[config.mk]
export PLATFORM = sky130hd
export DESIGN_NAME = alu_operand_stage
export DESIGN_NICKNAME = d
export VERILOG_FILES = /design/src/rtl/alu_operand_stage.sv
export SDC_FILE = /design/constraint.sdc
export NUM_CORES = 1
export LEC_CHECK = 0
export ABC_CLOCK_PERIOD_IN_PS = 4900
export CAP_MARGIN = 30
export CELL_PAD_IN_SITES_DETAIL_PLACEMENT = 0
export CELL_PAD_IN_SITES_GLOBAL_PLACEMENT = 1
export CORE_ASPECT_RATIO = 0.7
export CORE_UTILIZATION = 30
export DETAILED_ROUTE_END_ITERATION = 16
export PLACE_DENSITY = 0.74
export REMOVE_ABC_BUFFERS = 1
export SLEW_MARGIN = 40
export SYNTH_ARGS = -nofsm -noshare
export SYNTH_HDL_FRONTEND = slang
export SYNTH_SLANG_ARGS = --single-unit
[constraint.sdc]
create_clock -name clk -period 4.9 [get_ports clk]
set_input_delay 0.98 -clock clk [delete_from_list [all_inputs] [get_ports clk]]
set_output_delay 0.98 -clock clk [all_outputs]
set_load 0.005 [all_outputs]
[src/rtl/alu_operand_stage.sv]
// ---------------------------------------------------------------------------------------------
// alu_operand_stage
//
// Issue stage in front of the 32-bit adder/subtractor. Decodes RV32I opcode/funct3/funct7b5
// into operand selects and the arithmetic-unit controls {s1, s0, bneg}, then registers them in
// a two-entry (main + skid) valid/ready pipeline stage with a synchronous flush.
//
// Ports:
//   clk, rst                 clock (rising edge), synchronous active-high reset
//   in_valid / in_ready      upstream handshake; in_ready is a flop output (skid empty)
//   in_opcode, in_funct3,    decoded instruction fields
//   in_funct7b5
//   in_pc, in_rs1, in_rs2,   operand sources
//   in_imm
//   flush                    drop both held entries and any input this cycle
//   out_valid / out_ready    downstream handshake
//   out_a, out_b             arithmetic-unit operands (B is not inverted here)
//   out_s1, out_s0, out_bneg arithmetic-unit controls
//   out_illegal              instruction cannot be executed by the arithmetic unit
// ---------------------------------------------------------------------------------------------
module alu_operand_stage #(
    parameter int unsigned XLEN = 32
) (
    input  logic            clk,
    input  logic            rst,
    input  logic            in_valid,
    output logic            in_ready,
    input  logic [6:0]      in_opcode,
    input  logic [2:0]      in_funct3,
    input  logic            in_funct7b5,
    input  logic [XLEN-1:0] in_pc,
    input  logic [XLEN-1:0] in_rs1,
    input  logic [XLEN-1:0] in_rs2,
    input  logic [XLEN-1:0] in_imm,
    input  logic            flush,
    output logic            out_valid,
    input  logic            out_ready,
    output logic [XLEN-1:0] out_a,
    output logic [XLEN-1:0] out_b,
    output logic            out_s1,
    output logic            out_s0,
    output logic            out_bneg,
    output logic            out_illegal
);

    localparam logic [6:0] OpcOp    = 7'b0110011;
    localparam logic [6:0] OpcOpImm = 7'b0010011;
    localparam logic [6:0] OpcLoad  = 7'b0000011;
    localparam logic [6:0] OpcStore = 7'b0100011;
    localparam logic [6:0] OpcAuipc = 7'b0010111;
    localparam logic [6:0] OpcLui   = 7'b0110111;

    // {s1, s0, bneg}
    localparam logic [2:0] CtlAdd  = 3'b000;
    localparam logic [2:0] CtlSub  = 3'b001;
    localparam logic [2:0] CtlSlt  = 3'b011;
    localparam logic [2:0] CtlSltu = 3'b101;

    // Payload layout: {illegal, s1, s0, bneg, b, a}
    localparam int unsigned PW = 2 * XLEN + 4;

    // ---------------------------------------------------------------------------------------
    // Decode
    // ---------------------------------------------------------------------------------------
    logic [XLEN-1:0] w_a;
    logic [XLEN-1:0] w_b;
    logic [2:0]      w_ctl;
    logic            w_illegal;
    logic [PW-1:0]   w_payload;

    always_comb begin
        w_a       = in_rs1;
        w_b       = in_rs2;
        w_ctl     = CtlAdd;
        w_illegal = 1'b0;
        case (in_opcode)
            OpcOp: begin
                case (in_funct3)
                    3'b000:  w_ctl = in_funct7b5 ? CtlSub : CtlAdd;
                    3'b010:  w_ctl = CtlSlt;
                    3'b011:  w_ctl = CtlSltu;
                    default: w_illegal = 1'b1;
                endcase
            end
            OpcOpImm: begin
                // funct7b5 is ignored here; SRAI is not handled by this unit anyway.
                case (in_funct3)
                    3'b000: begin
                        w_b   = in_imm;
                        w_ctl = CtlAdd;
                    end
                    3'b010: begin
                        w_b   = in_imm;
                        w_ctl = CtlSlt;
                    end
                    3'b011: begin
                        w_b   = in_imm;
                        w_ctl = CtlSltu;
                    end
                    default: w_illegal = 1'b1;
                endcase
            end
            OpcLoad, OpcStore: begin
                w_b = in_imm;
            end
            OpcAuipc: begin
                w_a = in_pc;
                w_b = in_imm;
            end
            OpcLui: begin
                w_a = '0;
                w_b = in_imm;
            end
            default: w_illegal = 1'b1;
        endcase
    end

    assign w_payload = {w_illegal, w_ctl, w_b, w_a};

    // ---------------------------------------------------------------------------------------
    // Main + skid registers
    // ---------------------------------------------------------------------------------------
    logic          r_main_valid;
    logic          r_skid_valid;
    logic          r_in_ready;
    logic [PW-1:0] r_main;
    logic [PW-1:0] r_skid;

    logic w_in_fire;
    logic w_main_free;

    assign w_in_fire   = in_valid & r_in_ready;
    // Main can take new data if empty or being consumed this cycle.
    assign w_main_free = ~r_main_valid | out_ready;

    always_ff @(posedge clk) begin
        if (rst) begin
            r_main_valid <= 1'b0;
            r_skid_valid <= 1'b0;
            r_in_ready   <= 1'b1;
            r_main       <= '0;
            r_skid       <= '0;
        end else if (flush) begin
            // Data is left as-is; only the valid bits matter.
            r_main_valid <= 1'b0;
            r_skid_valid <= 1'b0;
            r_in_ready   <= 1'b1;
        end else if (r_skid_valid) begin
            // in_ready is low, so nothing is accepted while the skid is occupied.
            if (w_main_free) begin
                r_main       <= r_skid;
                r_main_valid <= 1'b1;
                r_skid_valid <= 1'b0;
                r_in_ready   <= 1'b1;
            end
        end else if (w_in_fire) begin
            if (w_main_free) begin
                r_main       <= w_payload;
                r_main_valid <= 1'b1;
            end else begin
                r_skid       <= w_payload;
                r_skid_valid <= 1'b1;
                r_in_ready   <= 1'b0;
            end
        end else if (r_main_valid && out_ready) begin
            r_main_valid <= 1'b0;
        end
    end

    // ---------------------------------------------------------------------------------------
    // Outputs
    // ---------------------------------------------------------------------------------------
    assign in_ready    = r_in_ready;
    assign out_valid   = r_main_valid;
    assign out_a       = r_main[XLEN-1:0];
    assign out_b       = r_main[2*XLEN-1:XLEN];
    assign out_bneg    = r_main[2*XLEN];
    assign out_s0      = r_main[2*XLEN+1];
    assign out_s1      = r_main[2*XLEN+2];
    assign out_illegal = r_main[2*XLEN+3];

endmodule

-- Word level (Yosys, flattened, before mapping)
Index checks and enable logic that the tools add are counted.
- output and inout bits: 70
- register bits: 139
- input bits: 144
- bitwise operators: 6
- equal/unequal tests: 10
- reduce and logical (&&, ||, !) cells: 11
- muxes and demuxes: 24
- operators with widths (cell ; number):
    68-bit two-way mux ; 4
    32-bit one-hot mux with 2 select lines ; 2
    32-bit two-way mux ; 1
    7-bit by 6-bit equality test with 1-bit output (second input constant) ; 3
    7-bit by 5-bit equality test with 1-bit output (second input constant) ; 2
    1-bit two-way mux ; 13
    3-bit one-hot mux with 2 select lines ; 2
    3-bit one-hot mux with 3 select lines ; 1
    7-bit by 2-bit equality test with 1-bit output (second input constant) ; 1
    3-bit by 2-bit equality test with 1-bit output (second input constant) ; 2
    3-bit AND reduction ; 2
    1-bit NOT ; 4
    4-bit AND reduction ; 1
    2-bit OR reduction ; 2
    4-bit OR reduction ; 1
    3-bit logical NOT ; 1
    3-bit nonzero test ; 1
    3-bit OR reduction ; 1
    2-bit by 1-bit != test with 1-bit output (second input constant) ; 1
    2-bit != test (second input constant) ; 1
    1-bit one-hot mux with 2 select lines ; 1
    2-bit nonzero test ; 1
    1-bit bitwise AND ; 1
    1-bit logical AND ; 1
    1-bit OR ; 1

-- Logic depth before layout (Yosys ltp)
Gate-level depths: netlist of run 1.
- depth after elaboration: 7
- gate-level depth with buffers: 10
- gate-level depth less buffers: 6

-- Worst setup path after synthesis of run 1
No wires, ideal clock.
- path kind: input to register
- from: input port in_opcode[6]
- to: register r_skid[34]
- path slack: 2.536 ns
- library setup time: 0.132 ns
- data arrival time: 2.232 ns
- cell stages on the path: 6
- path through: nand4bb_4 > nor4b_4 > a31oi_4 > buf_6 > mux2i_1 > a21oi_1
- cells in the longest elaborated chain, start to end: 3
- elaborated cells on any way between the ends: 7
- those cells by class: eq/ne: 5; mux: 1; reduce/logical: 1
- RTL lines (element ; RTL line ; RTL):
    start: declaration ; 28 ; input logic [6:0] in_opcode,
    7-bit by 6-bit equality test with 1-bit output (tied with other cells) ; 76 ; case (in_opcode)
    4-bit OR reduction (no source line) ; -- ;
    32-bit one-hot mux with 2 select lines (*) ; 76 ;
    end signal: assignment ; 161 ; r_skid <= w_payload;
    end: declaration ; 127 ; logic [PW-1:0] r_skid;
Every way passes the cells marked *; elsewhere a longest branch is shown, timed or not.
A chain may end at the register's enable or synchronous reset.

-- Worst setup path after layout of run 1
- from: input port in_valid
- to: register r_main[50]
- cells in the longest elaborated chain, start to end: 3
- RTL lines (element ; RTL line ; RTL):
    start: declaration ; 26 ; input logic in_valid,
    1-bit bitwise AND ; 132 ; assign w_in_fire = in_valid & r_in_ready;
    2-bit nonzero test (no source line) ; -- ;
    3-bit AND reduction (no source line) ; -- ;
    end signal: assignment ; 151 ; r_main <= r_skid;
    end signal: assignment ; 158 ; r_main <= w_payload;
    end: declaration ; 126 ; logic [PW-1:0] r_main;
No other way between the ends.

==> flow_metrics.tcl, run 1 <==
set metrics [dict create \
    synth_xor_area_share_pct 0 \
    power_density_nw_per_um2 295 \
    worst-r2r-cell-count 6 \
    timing.final.crit_share_pct 60.0 \
    grt_pass1_vias 5841 \
    rsz0062_at_grt "false" \
    fillers 2179 \
    fin_cells 1219 \
    cts-hold-fix-buffers 0 \
    synth_top_cell_by_area "dfxtp_1" \
    cts-htree-levels 4 \
    setup_tns_ns 0 \
    synthTopCellsByCount "139 x dfxtp_1, 66 x nor2_1, 65 x nor3_1, 64 x a211oi_1, 58 x clkbuf_1" \
    antenna_left 0 \
    globalplace.congestion 0.744 \
    synth_flop_cell "dfxtp_1" \
    ir_drop_v 0.000226 \
    end_kind "flop" \
    worstReg2RegStart "in_ready$_SDFFE_PP1P_" \
    yosys_warnings 0 \
    syn_avg_cell_area_sq_um 8.81 \
    slew_viol_final 0 \
    r2r-end "r_main[50]$_SDFFE_PP0P_" \
    root_buffer "clkbuf_16" \
    yosysSeqAreaShare_pct 41.6 \
    p_comb_share_pct 12.6 \
    grt_usage_pct 17.8 \
    slowest_delay_ns 0.70 \
    setup_viol 0 \
    drt_wl_total_mm 20.5 \
    power_frac_clock_pct 45.2 \
    leakage_nw 3.42 \
    hold_path_depth 2 \
    coreArea_sq_um 21800 \
    cp_max_fo 66 \
    yosys.area_share.simple_pct 21.5 \
    yosys_register_bits 139 \
    finalCriticalPeriod_ns 2.94 \
    clock_skew_ns 0.00874 \
    clk_pin_slew_worst_paths_ns 0.06 \
    synth_top_area_share_pct 41.6 \
    clockBufferDepth 2 \
    p_int_mw 2.14 \
    synth-edff-count 0 \
    fmax_mhz 340 \
    path_cells "clkdlybuf4s50_1 -> a21oi_1 -> or3_4 -> buf_12 -> nor3_1 -> a31oi_1 -> o21ai_1" \
    clock_latency_ns 0.42 \
    grt_use_met3_pct 5.43 \
    worst_pin_slew_ns 0.772 \
    ys_async_sr_fraction_pct 0 \
    io-pin-count 214 \
    tritoncts "yes" \
    synth_top_family_by_area "compound AO/OA/AOI/OAI gates" \
    hold_start "r_skid[67]$_SDFFE_PP0P_" \
    synth_fa_ha_area_share_pct 0.187 \
    layout-drive-gt1-share_pct 11.6 \
    route.detailed.drc 0 \
    chipWidth_um 181 \
    yosysUniqueCellTypes 37 \
    regArea_sq_um 2780 \
    grt_max_degree 101 \
    nNetsFinal 1070 \
    post-cts-setup-buffer-count 0 \
    crit_type "in2reg" \
    areaGrowthSynthToFinish_pct 42.6 \
    hpwl_mm 12.7 \
    die_h_um 127 \
    postSynthCellCount 760 \
    wl_per_cell_um 16.8 \
    hold_path.class "reg2reg" \
    cp.buffers_inverters 2 \
    avgViaCountPerCell 5.22 \
    slew_headroom_pct 48.5 \
    syn_area_sq_um 6690 \
    critPathArrivalTime_ns 3.24 \
    max-cap-violations 0 \
    place_area_sq_um 8960 \
    initial_utilization_pct 30.7 \
    power_switching_mw 0.679 \
    dpl.cell_count 1188 \
    ys_top_cells_by_area "dfxtp_1 42%, a211oi_1 7.2%, nor3b_2 6.0%, nor3_1 4.9%, mux2i_1 4.8%" \
    cts_resized 0 \
    rows 45 \
    required_ns 5.20 \
    r2r_setup_slack_ns 2.68 \
    top_usage_layer "met2" \
    die_area_sq_um 22900 \
    yosysMostFrequentCell "dfxtp_1" \
    synth_compound_area_share_pct 25.7 \
    crit_path_start_kind "primary input" \
    synth_mux_area_share_pct 4.79 \
    holdPathEnd "r_skid[67]$_SDFFE_PP0P_" \
    p_seq_share_pct 42.1 \
    cts_sinks 139 \
    grt_pass1_wl_mm 32.3 \
    antenna_found_initial 2 \
    gr-usage-met2_pct 25.7 \
    hold-worst-slack_ns 0.452 \
    initialDrtViolationCount 483 \
    dr.pass1.iters 5 \
    cts_buffers 17 \
    via_count 6365 \
    overflow 0 \
    use_met1_pct 25.3 \
    multiInputGateArea_sq_um 3510 \
    stdcell_area_sq_um 9550 \
    slowest_stage "or3_4" \
    path_delay_family "buffers and inverters" \
    portBuffers 213 \
    status "finished clean" \
    hold_violations 0 \
    p_sw_share_pct 24.1 \
]
## registers in the layout, indices dropped and copies added, names as in the netlist
name	cells
in_ready	1
out_valid	1
r_main	68
r_skid	68
r_skid_valid	1
## worst register-to-register path: cells and delay by family, from the launching register on
family / cells / cell delay, ns
and+or+nand+nor: 2 / 0.81
AOI/OAI and AO/OA: 3 / 0.56
buffers and inverters: 1 / 0.39
DFF: 1 / 0.35
## kinds of logic after synthesis
group / after synthesis
compound gates: 247
fa+ha+maj: 1
buf+inv: 89
flops: 139
mux: 32
simple gates: 252
## through the flow
| step | util, % | setup WS [ns] | power, mW |
|---|---|---|---|
| 2_1_floorplan | - | 0.676 | 1.32 |
| 3_3_place_gp | 40.9 | 1.50 | 1.57 |
| 3_5_place_dp | 41.1 | 1.62 | 1.57 |
| 4_1_cts | 43.8 | 2.05 | 2.86 |
| 5_1_grt | 43.8 | 1.80 | 2.94 |
| 6_report | 43.8 | 1.96 | 2.82 |
## area by class of cell
cell class | instances | share of cell area, %
antenna | 1 | 0.0262
clock buffer | 19 | 4.75
clock inverter | 11 | 1.27
inverter | 6 | 0.249
multi-input combinational | 532 | 36.8
sequential | 139 | 29.2
tap | 282 | 3.70
timing repair buffer | 229 | 24.1
## worst max-delay path by stage
stage | from | endpoint | slack, ns | cells past startpoint
floorplan | r_skid_valid$_SDFF_PP0_ | r_skid[32]$_SDFFE_PP0P_ | 0.68 | 5
global placement | in_opcode[6] | r_main[10]$_SDFFE_PP0P_ | 1.50 | 7
detailed placement | in_valid | r_main[50]$_SDFFE_PP0P_ | 1.62 | 7
CTS | in_valid | r_main[61]$_SDFFE_PP0P_ | 2.05 | 7
global route | in_valid | r_main[46]$_SDFFE_PP0P_ | 1.80 | 7
finish | in_valid | r_main[50]$_SDFFE_PP0P_ | 1.96 | 7
## metal layers
layer / routed length [um] / up-vias
met4: 182 / 2
met1: 10200 / 2990
met5: 13 / -
li1: - / 3161
met2: 8710 / 195
met3: 1320 / 17
## cells in the final DEF (no fill, tap or decap), types with 30 or more instances in the layout
master           count
nor3_1              64
a31oi_1             33
nand3_1             33
nand2_1             40
o21ai_1             30
mux2i_1             32
nor3b_2             32
a211oi_1            64
nor2_1              66
clkdlybuf4s50_1    211
dfxtp_1            138
o21ai_0             39
a21oi_1             46
## power groups by stage
stage / clock (mW) / combinational, mW / sequential, mW
6_report: 1.28 / 0.357 / 1.19
5_1_grt: 1.36 / 0.385 / 1.19
3_3_place_gp: 0 / 0.356 / 1.21
4_1_cts: 1.31 / 0.359 / 1.19
2_1_floorplan: 0 / 0.108 / 1.21
3_5_place_dp: 0 / 0.358 / 1.21
Power figures use the tool's default switching activity.
==> run 2: changes to the inputs <==
ABC_CLOCK_PERIOD_IN_PS = 3100   (was 4900)
clock period = 3.1 ns   (was 4.9 ns; I/O delays follow)
==> flow_metrics.tcl, run 2 (synthesized netlist as in run 1, its figures left out) <==
set metrics [dict create \
    status "finished clean" \
    crit_start "in_opcode[6]" \
    worst-r2r-cell-count 7 \
    clock_skew_ns 0.0107 \
    slew_viol_final 0 \
    rsz0062_at_grt "false" \
    slowest_stage "or2_4" \
    grt_max_degree 103 \
    fillers 2110 \
    cts_resized 0 \
    areaGrowthSynthToFinish_pct 44.9 \
    overflow 0 \
    timing.final.crit_share_pct 75.4 \
    cts-htree-levels 4 \
    dr.pass1.iters 4 \
    clk_pin_slew_worst_paths_ns 0.06 \
    slowest_delay_ns 0.44 \
    layout-drive-gt1-share_pct 11.8 \
    cts_buffers 17 \
    wl_per_cell_um 16.9 \
    worstReg2RegStart "r_skid_valid$_SDFF_PP0_" \
    post-cts-setup-buffer-count 0 \
    end_kind "flop" \
    cp_num_cells 7 \
    hold-worst-slack_ns 0.457 \
    place_area_sq_um 9040 \
    timing.final.ws_setup_ns 0.763 \
    cts_sinks 139 \
    die_area_sq_um 22900 \
    power_density_nw_per_um2 488 \
    pre_cts_slack_ns 0.322 \
    hpwl_mm 13.1 \
    path_cells "clkdlybuf4s50_1 -> nand4bb_4 -> or2_4 -> buf_12 -> nor3b_2 -> a211oi_1 -> o41ai_2" \
    via_count 6352 \
    fin_util_pct 44.5 \
    r2r_setup_slack_ns 1.08 \
    setup_viol 0 \
    crit_path_end "r_main[6]$_SDFFE_PP0P_" \
    slew_headroom_pct 54.7 \
    nNetsFinal 1074 \
    required_ns 3.41 \
    crit_type "in2reg" \
    portBuffers 213 \
    leakage_nw 3.49 \
    drt_wl_total_mm 20.7 \
    ir_drop_v 0.000321 \
    cp.buffers_inverters 2 \
    worst_pin_slew_ns 0.679 \
    avgViaCountPerCell 5.19 \
    dpl.cell_count 1192 \
    initialDrtViolationCount 337 \
    chipWidth_um 181 \
    grt_usage_pct 18.2 \
    finalCriticalPeriod_ns 2.34 \
    tritoncts "yes" \
    route.detailed.drc 0 \
    grt_pass1_vias 6105 \
    max-cap-violations 0 \
    initial_utilization_pct 30.7 \
    globalplace.congestion 0.753 \
    fmax_mhz 428 \
    setup_tns_ns 0 \
    antenna_found_initial 3 \
    rows 45 \
    crit_path_start_kind "primary input" \
    stdcell_area_sq_um 9700 \
    hold_path.class "reg2reg" \
    hold_violations 0 \
    die_h_um 127 \
    antenna_left 0 \
    io-pin-count 214 \
    path_delay_family "simple AND/OR/NAND/NOR gates" \
    coreArea_sq_um 21800 \
    reg.largest.list "r_main: 68 flops, r_skid: 68 flops" \
    critPathArrivalTime_ns 2.65 \
    cts-hold-fix-buffers 0 \
    most-common-layout-cells "211 x clkdlybuf4s50_1, 138 x dfxtp_1, 66 x nor2_1" \
    clock_latency_ns 0.42 \
    root_buffer "clkbuf_16" \
    clockBufferDepth 2 \
    fin_total_pwr_mw 4.73 \
    mostFrequentLayoutCell "clkdlybuf4s50_1" \
    cp_max_fo 48 \
    grt_pass1_wl_mm 33.4 \
    r2r-end "r_skid[37]$_SDFFE_PP0P_" \
    fin_cells 1224 \
]
-- run 2: changes by cell type in the layout (fill, tap and decap cells not counted), sizes merged --
cell	before	now
clkbuf	19	21
buf	18	22
inv	6	5
bufinv	2	5
clkinv	7	3
clkinvlp	2	3
-- run 2: layout make-up --
class                           instances  area [sq um]  area share, %
Multi-Input combinational cell        532          3500           36.1
Sequential cell                       139          2780           28.7
Timing Repair Buffer                  233          2380           24.5
Clock buffer                           21           460           4.75
Tap cell                              282           353           3.64
Clock inverter                         10           190           1.96
Inverter                                6          23.8          0.245
Antenna cell                            1          2.50         0.0258
-- run 2: report_power, final --
group	switching [mW]	internal (mW)	leakage, nW
Clock	0.803	1.47	0.306
Sequential	0.0318	1.85	1.13
Combinational	0.246	0.331	2.05
-- run 2: how the worst min path moves through the flow --
stage / from / end / slack [ns] / cells past startpoint
2_1_floorplan: r_skid[64]$_SDFFE_PP0P_ / r_skid[64]$_SDFFE_PP0P_ / 0.43 / 2
3_3_place_gp: r_skid[67]$_SDFFE_PP0P_ / r_skid[67]$_SDFFE_PP0P_ / 0.44 / 2
3_5_place_dp: r_skid[67]$_SDFFE_PP0P_ / r_skid[67]$_SDFFE_PP0P_ / 0.45 / 2
4_1_cts: r_skid[67]$_SDFFE_PP0P_ / r_skid[67]$_SDFFE_PP0P_ / 0.46 / 2
5_1_grt: r_skid[66]$_SDFFE_PP0P_ / r_skid[66]$_SDFFE_PP0P_ / 0.48 / 2
6_report: r_skid[67]$_SDFFE_PP0P_ / r_skid[67]$_SDFFE_PP0P_ / 0.46 / 2
-- run 2: per-layer routing --
layer,vias to the layer above,track usage (%),part of all wire [%]
met5,-,0,0.13
met4,4,4.27,0.75
met3,16,5.97,7.4
met2,216,26.5,41
met1,2934,25.8,50
li1,3182,-,-
-- run 2: worst min-delay path, delay by kind of cell (launching register included) --
family / cells / cell delay (ns)
AOI/OAI and AO/OA: 1 / 0.05
DFF: 1 / 0.31
and+or+nand+nor: 1 / 0.05
